File: src/rtl/apb_master_module.sv
// APB initiator: turns single host commands into APB SETUP/ACCESS sequences and
// reports read data, slave error and timeout on a one-cycle response pulse.
module apb_master_module #(
  parameter int unsigned DATA_WIDTH = 32,
  parameter int unsigned BUS_WIDTH  = 64,
  parameter int unsigned ADDR_WIDTH = 32,
  parameter int unsigned TIMEOUT    = 16,
  localparam int unsigned MAX_DIM   = BUS_WIDTH / DATA_WIDTH
) (
  input  logic                  clk_i,
  input  logic                  rst_ni,
  // Host command port
  input  logic                  cmd_valid_i,
  output logic                  cmd_ready_o,
  input  logic                  cmd_write_i,
  input  logic [ADDR_WIDTH-1:0] cmd_addr_i,
  input  logic [BUS_WIDTH-1:0]  cmd_wdata_i,
  input  logic [MAX_DIM-1:0]    cmd_strb_i,
  // APB requester port
  output logic                  psel_o,
  output logic                  penable_o,
  output logic                  pwrite_o,
  output logic [ADDR_WIDTH-1:0] paddr_o,
  output logic [BUS_WIDTH-1:0]  pwdata_o,
  output logic [MAX_DIM-1:0]    pstrb_o,
  input  logic                  pready_i,
  input  logic                  pslverr_i,
  input  logic [BUS_WIDTH-1:0]  prdata_i,
  // Response port
  output logic                  rsp_valid_o,
  output logic [BUS_WIDTH-1:0]  rsp_rdata_o,
  output logic                  rsp_err_o,
  output logic                  rsp_timeout_o
);

  localparam int unsigned CntW = $clog2(TIMEOUT + 1);

  typedef enum logic [1:0] {StIdle, StSetup, StAccess} state_e;

  state_e                state_q, state_d;
  logic [CntW-1:0]       cnt_q, cnt_d;
  logic                  psel_q, psel_d;
  logic                  penable_q, penable_d;
  logic                  pwrite_q, pwrite_d;
  logic [ADDR_WIDTH-1:0] paddr_q, paddr_d;
  logic [BUS_WIDTH-1:0]  pwdata_q, pwdata_d;
  logic [MAX_DIM-1:0]    pstrb_q, pstrb_d;
  logic                  rsp_valid_q, rsp_valid_d;
  logic [BUS_WIDTH-1:0]  rsp_rdata_q, rsp_rdata_d;
  logic                  rsp_err_q, rsp_err_d;
  logic                  rsp_timeout_q, rsp_timeout_d;

  always_comb begin
    state_d       = state_q;
    cnt_d         = cnt_q;
    psel_d        = psel_q;
    penable_d     = penable_q;
    pwrite_d      = pwrite_q;
    paddr_d       = paddr_q;
    pwdata_d      = pwdata_q;
    pstrb_d       = pstrb_q;
    rsp_valid_d   = 1'b0;
    rsp_rdata_d   = rsp_rdata_q;
    rsp_err_d     = rsp_err_q;
    rsp_timeout_d = rsp_timeout_q;

    unique case (state_q)
      StIdle: begin
        if (cmd_valid_i) begin
          state_d  = StSetup;
          cnt_d    = '0;
          psel_d   = 1'b1;
          pwrite_d = cmd_write_i;
          paddr_d  = cmd_addr_i;
          // Reads never carry data or strobes onto the bus.
          pwdata_d = cmd_write_i ? cmd_wdata_i : '0;
          pstrb_d  = cmd_write_i ? cmd_strb_i : '0;
        end
      end

      StSetup: begin
        state_d   = StAccess;
        penable_d = 1'b1;
      end

      StAccess: begin
        if (pready_i || (cnt_q == CntW'(TIMEOUT - 1))) begin
          // A ready slave on the timeout edge still completes normally.
          state_d       = StIdle;
          cnt_d         = '0;
          psel_d        = 1'b0;
          penable_d     = 1'b0;
          pwrite_d      = 1'b0;
          paddr_d       = '0;
          pwdata_d      = '0;
          pstrb_d       = '0;
          rsp_valid_d   = 1'b1;
          rsp_timeout_d = !pready_i;
          rsp_err_d     = pready_i ? pslverr_i : 1'b1;
          rsp_rdata_d   = (pready_i && !pwrite_q) ? prdata_i : '0;
        end else begin
          cnt_d = cnt_q + 1'b1;
        end
      end

      default: state_d = StIdle;
    endcase
  end

  always_ff @(posedge clk_i or negedge rst_ni) begin
    if (!rst_ni) begin
      state_q       <= StIdle;
      cnt_q         <= '0;
      psel_q        <= 1'b0;
      penable_q     <= 1'b0;
      pwrite_q      <= 1'b0;
      paddr_q       <= '0;
      pwdata_q      <= '0;
      pstrb_q       <= '0;
      rsp_valid_q   <= 1'b0;
      rsp_rdata_q   <= '0;
      rsp_err_q     <= 1'b0;
      rsp_timeout_q <= 1'b0;
    end else begin
      state_q       <= state_d;
      cnt_q         <= cnt_d;
      psel_q        <= psel_d;
      penable_q     <= penable_d;
      pwrite_q      <= pwrite_d;
      paddr_q       <= paddr_d;
      pwdata_q      <= pwdata_d;
      pstrb_q       <= pstrb_d;
      rsp_valid_q   <= rsp_valid_d;
      rsp_rdata_q   <= rsp_rdata_d;
      rsp_err_q     <= rsp_err_d;
      rsp_timeout_q <= rsp_timeout_d;
    end
  end

  assign cmd_ready_o   = (state_q == StIdle);
  assign psel_o        = psel_q;
  assign penable_o     = penable_q;
  assign pwrite_o      = pwrite_q;
  assign paddr_o       = paddr_q;
  assign pwdata_o      = pwdata_q;
  assign pstrb_o       = pstrb_q;
  assign rsp_valid_o   = rsp_valid_q;
  assign rsp_rdata_o   = rsp_rdata_q;
  assign rsp_err_o     = rsp_err_q;
  assign rsp_timeout_o = rsp_timeout_q;

endmodule

File: config.mk
export PLATFORM = sky130hd
export DESIGN_NAME = apb_master_module
export DESIGN_NICKNAME = d
export VERILOG_FILES = /design/src/rtl/apb_master_module.sv
export SDC_FILE = /design/constraint.sdc
export NUM_CORES = 1
export LEC_CHECK = 0
export BUFFER_PORTS_ARGS = -buffer_cell sky130_fd_sc_hd__buf_2
export CORE_AREA = 4 4 129 131
export CTS_CLUSTER_DIAMETER = 150
export DETAILED_ROUTE_END_ITERATION = 10
export DIE_AREA = 0 0 133 135
export PLACE_DENSITY = 0.74
export SYNTH_ARGS = -nofsm -noshare
export SYNTH_HDL_FRONTEND = slang
export SYNTH_SLANG_ARGS = --single-unit
File: constraint.sdc
create_clock -name clk_i -period 2.5 [get_ports clk_i]
set_input_delay 0.125 -clock clk_i [delete_from_list [all_inputs] [get_ports clk_i]]
set_output_delay 0.125 -clock clk_i [all_outputs]
set_load 0.1 [all_outputs]
# [Word level (Yosys, flattened, before mapping)]
# Index checks and enable logic that the tools add are counted.
[classes] addsub=1 eq_ne=5 mux=26 n_reduce_logical=12
[op_table] cell="64-bit two-way mux" n=4
[op_table] cell="64-bit one-hot mux with 2 select lines" n=1
[op_table] cell="32-bit two-way mux" n=2
[op_table] cell="32-bit one-hot mux with 2 select lines" n=1
[op_table] cell="5-bit two-way mux" n=2
[op_table] cell="5-bit one-hot mux with 2 select lines" n=1
[op_table] cell="2-bit two-way mux" n=4
[op_table] cell="2-bit AND reduction" n=4
[op_table] cell="1-bit two-way mux" n=6
[op_table] cell="1-bit one-hot mux with 2 select lines" n=3
[op_table] cell="2-bit one-hot mux with 3 select lines" n=1
[op_table] cell="5-bit by 1-bit adder with 5-bit output (second input constant)" n=1
[op_table] cell="5-bit by 4-bit equality test with 1-bit output (second input constant)" n=1
[op_table] cell="2-bit != test (second input constant)" n=2
[op_table] cell="2-bit one-hot mux with 2 select lines" n=1
[op_table] cell="2-bit nonzero test" n=2
[op_table] cell="3-bit AND reduction" n=1
[op_table] cell="2-bit by 1-bit equality test with 1-bit output (second input constant)" n=1
[op_table] cell="2-bit equality test (second input constant)" n=1
[op_table] cell="1-bit logical NOT" n=2
[op_table] cell="2-bit logical NOT" n=1
[op_table] cell="1-bit logical AND" n=1
[op_table] cell="1-bit logical OR" n=1
[totals] regBits=175 output_inout_bits=169 wordCells=56

# [Logic depth before layout (Yosys ltp)]
[logic_depth] ltp_word=4 ltp_mapped=9 ltp_nobuf=6

# [Worst setup path after synthesis]
# OpenSTA, ideal clock, no wires.
[synth_timing] path_type="reg2reg" startpoint="register cnt_q[0]" endpoint="register pwdata_q[57], in the netlist pwdata_o[57]" setup_ns=0.126 arrival_ns=1.921 t_required_ns=2.374 slack_ns=0.453 stages_incl_launch_ff=9 n_path_buf=2 period_less_slack_ns=2.047 cell_sequence="dfrtp_1 > ha_1 > and3_1 > ha_1 > nor2_1 > a21o_1 > buf_6 > buf_6 > mux2_2"
[synth_via] elab_chain_len=4
[synth_rtl] element="start: declaration" line="41" rtl="logic [CntW-1:0] cnt_q, cnt_d;"
[synth_rtl] element="start signal: assignment" line="126" rtl="cnt_q <= cnt_d;"
[synth_rtl] element="5-bit by 4-bit equality test with 1-bit output" line="87" rtl="if (pready_i || (cnt_q == CntW'(TIMEOUT - 1))) begin"
[synth_rtl] element="1-bit logical OR" line="87"
[synth_rtl] element="2-bit != test (no source line)"
[synth_rtl] element="3-bit AND reduction (no source line)"
[synth_rtl] element="end signal: assignment" line="131" rtl="pwdata_q <= pwdata_d;"
[synth_rtl] element="end: declaration" line="46" rtl="logic [BUS_WIDTH-1:0] pwdata_q, pwdata_d;"
# No other way between the ends.
# A chain may end at the register's enable or synchronous reset.

# [Worst setup path in the final report]
[layout_timing] startpoint="register cnt_q[0]" endpoint="register pwdata_q[49], in the netlist pwdata_o[49]"
# The elaborated chain is that of the path after synthesis.

==> flow_metrics.tcl <==
set metrics [dict create \
    critPathRequiredTime_ns 2.85 \
    routed_wl_um 23500 \
    min_period_over_period_pct 86.5 \
    regArea_um2 4380 \
    crit_start "cnt_q[0]" \
    critPathMaxStageDelay_ns 0.40 \
    reg2reg_slack_ns 0.34 \
    synth_cells 556 \
    holdPathStages 4 \
    yosysSeqAreaShare_pct 65.7 \
    numCtsBuffers 17 \
    cp.arrival_ns 2.51 \
    nNetsFinal 1209 \
    synth_fp_nets 726 \
    yosys-top-cells-count "dfrtp_1, o21ai_0, a22o_1" \
    clock_skew_ns 0.0108 \
    multiInputGateArea_um2 2040 \
    initialDrtViolationCount 383 \
    rows 46 \
    grt_pass1_wl_um 36200 \
    layout-drive-gt1-share_pct 37.4 \
    path_clk_slew_ns 0.06 \
    crit_buf_inv 1 \
    h-tree-depth 4 \
    routed_via_density 5.22 \
    start_util_pct 42.7 \
    drtAntennaViolNets 0 \
    cts_tree "done" \
    dr.pass1.iters 5 \
    cp_cell_sequence "ha_1 -> and3_1 -> ha_1 -> nor2_4 -> a21o_4 -> buf_4 -> a22o_1" \
    post_drt_wl_per_cell_um 18.5 \
    cp-end-kind "flop" \
    cp-start-kind "flop" \
    die_width_um 133 \
    hpwl_um 13700 \
    timing.final.crit_period_ns 2.16 \
    netlist.area_leader.share_pct 65.7 \
    insertion_delay_ns 0.42 \
    max-cap-violations 0 \
    status "complete, no violations" \
    die_h_um 135 \
    gp_congestion 0.785 \
    drv_slew 0 \
    synth_flop_cell "dfrtp_1" \
    synth_enable_flop_cells 0 \
    ys_async_sr_fraction_pct 100 \
    yosys_warnings 0 \
    ios 337 \
    worst_pin_slew_ns 0.718 \
    cts_setup_buffers 0 \
    post-synth-top-count-cell "dfrtp_1" \
    rr_endpoint "pwdata_o[49]" \
    core_area_um2 15600 \
    cts_resized 0 \
    syn_area_um2 6660 \
    slew_headroom_pct 52.2 \
    ys_top_cells_by_area "dfrtp_1, a22o_1, o21ai_0" \
    n_fill_cell 1070 \
    setup_viol 0 \
    grtUsageTotal_pct 25.4 \
    cp-endpoint "pwdata_o[49]" \
    cp_common_cell "ha_1" \
    clock_path_buffers 2 \
    dieArea_um2 18000 \
    fin_setup_tns_ns 0 \
    clkSinkCount 175 \
    cp_max_fo 20 \
    hold_violations 0 \
    cp_top_family "compound AO/OA/AOI/OAI gates" \
    drcViolationCount 0 \
    ys_types 31 \
    grt_start_max_net_pins 76 \
    syn_area_per_cell_um2 12.0 \
    area_delta_synth_final_pct 62.5 \
    yosys.area.top_type "dfrtp_1" \
    portBuffers 336 \
    cts_root_buf "clkbuf_16" \
    grt_antenna_before_repair 1 \
    vias 6624 \
    crit_path_top_delay_cell "dfrtp_1" \
    reg2reg_depth 7 \
    rsz0062_at_grt "no" \
    max_freq_mhz 462 \
    grt_pass1_vias 6764 \
    rr_startpoint "cnt_q[0]" \
    worst-setup-path-type "flop to flop" \
    hp-class "primary input to flop" \
    grt_overflow 0 \
    cp_num_cells 7 \
    ys_ff_latch 175 \
]
flip-flops by register name (all words and copies together) (netlist names):
register and flops:
pwdata_o 64, rsp_rdata_o 64, paddr_o 32, cnt_q 5
pstrb_o 2, state_q 2, penable_o 1, psel_o 1
pwrite_o 1, rsp_err_o 1, rsp_timeout_o 1, rsp_valid_o 1
cells in the final DEF, fill, tap and decap left out, types with 2 or more instances in the layout:
cell type / instances
dlygate4sd3_1: 162
buf_4: 11
inv_6: 4
ha_1: 2
buf_12: 6
o21ai_0: 130
clkinvlp_4: 4
buf_2: 335
a21oi_1: 2
nand2_1: 68
clkbuf_1: 3
a31oi_1: 2
a22o_1: 95
a21o_1: 2
inv_1: 4
and3_1: 4
mux2_2: 3
dfrtp_1: 175
bufinv_16: 3
clkbuf_16: 17
metal layers:
layer | vias up | wire [µm] | track usage (%)
met4 | 2 | 1030 | 13.2
li1 | 2960 | - | -
met1 | 3228 | 8840 | 29.8
met3 | 92 | 1480 | 6.11
met5 | - | 8 | 0
met2 | 342 | 12100 | 43.6
cell type report:
cell class	count	share of cell area (%)
sequential	175	40.5
timing repair buffer	515	32.4
antenna	1	0.0231
clock buffer	21	4.16
clock inverter	11	1.43
inverter	4	0.139
tap	216	2.50
multi-input combinational	326	18.8
worst min path at each step:
stage | from | end
3_5_place_dp | rst_ni | pwdata_o[10]
6_report | cmd_valid_i | cnt_q[3]
3_3_place_gp | rst_ni | pwdata_o[10]
4_1_cts | cmd_wdata_i[59] | pwdata_o[59]
2_1_floorplan | rst_ni | cnt_q[0]
5_1_grt | cmd_wdata_i[59] | pwdata_o[59]
worst min-delay path: stages:
cell and delay (ns):
buf_2 0.12, o21bai_4 0.08, nand2_1 0.06, o21ai_0 0.07
metrics by stage:
stage	utilization [%]	hold WS, ns	instance area, µm²	cells	setup WS, ns
after global placement	55.1	0.208	8590	1074	0.397
final	69.4	0.0962	10800	1269	0.337
after CTS	69.4	0.0761	10800	1268	0.326
after global routing	69.4	0.0867	10800	1268	0.192
after detailed placement	55.1	0.208	8590	1074	0.359
after floorplan	-	-0.171	6660	556	0.453
timing repair:
action,in CTS,in global routing
hold endpoints to repair,232,0
setup endpoints to repair,0,0
hold buffers,162,0
logic make-up (layout without fill, tap and decap cells):
logic type / Yosys count / after routing / share of synthesized area [%]
fa+ha+maj: 2 / 2 / 0.376
other cells: 0 / 1 / 0
compound gates: 239 / 239 / 23.9
flops: 175 / 175 / 65.7
buf+inv: 55 / 551 / 4.15
mux: 3 / 3 / 0.507
simple gates: 81 / 81 / 5.17
xor+xnor: 1 / 1 / 0.132
Power is left out: the tool's default activity adds up to more than one toggle a clock period on the data nets, which glitch-free logic cannot reach.
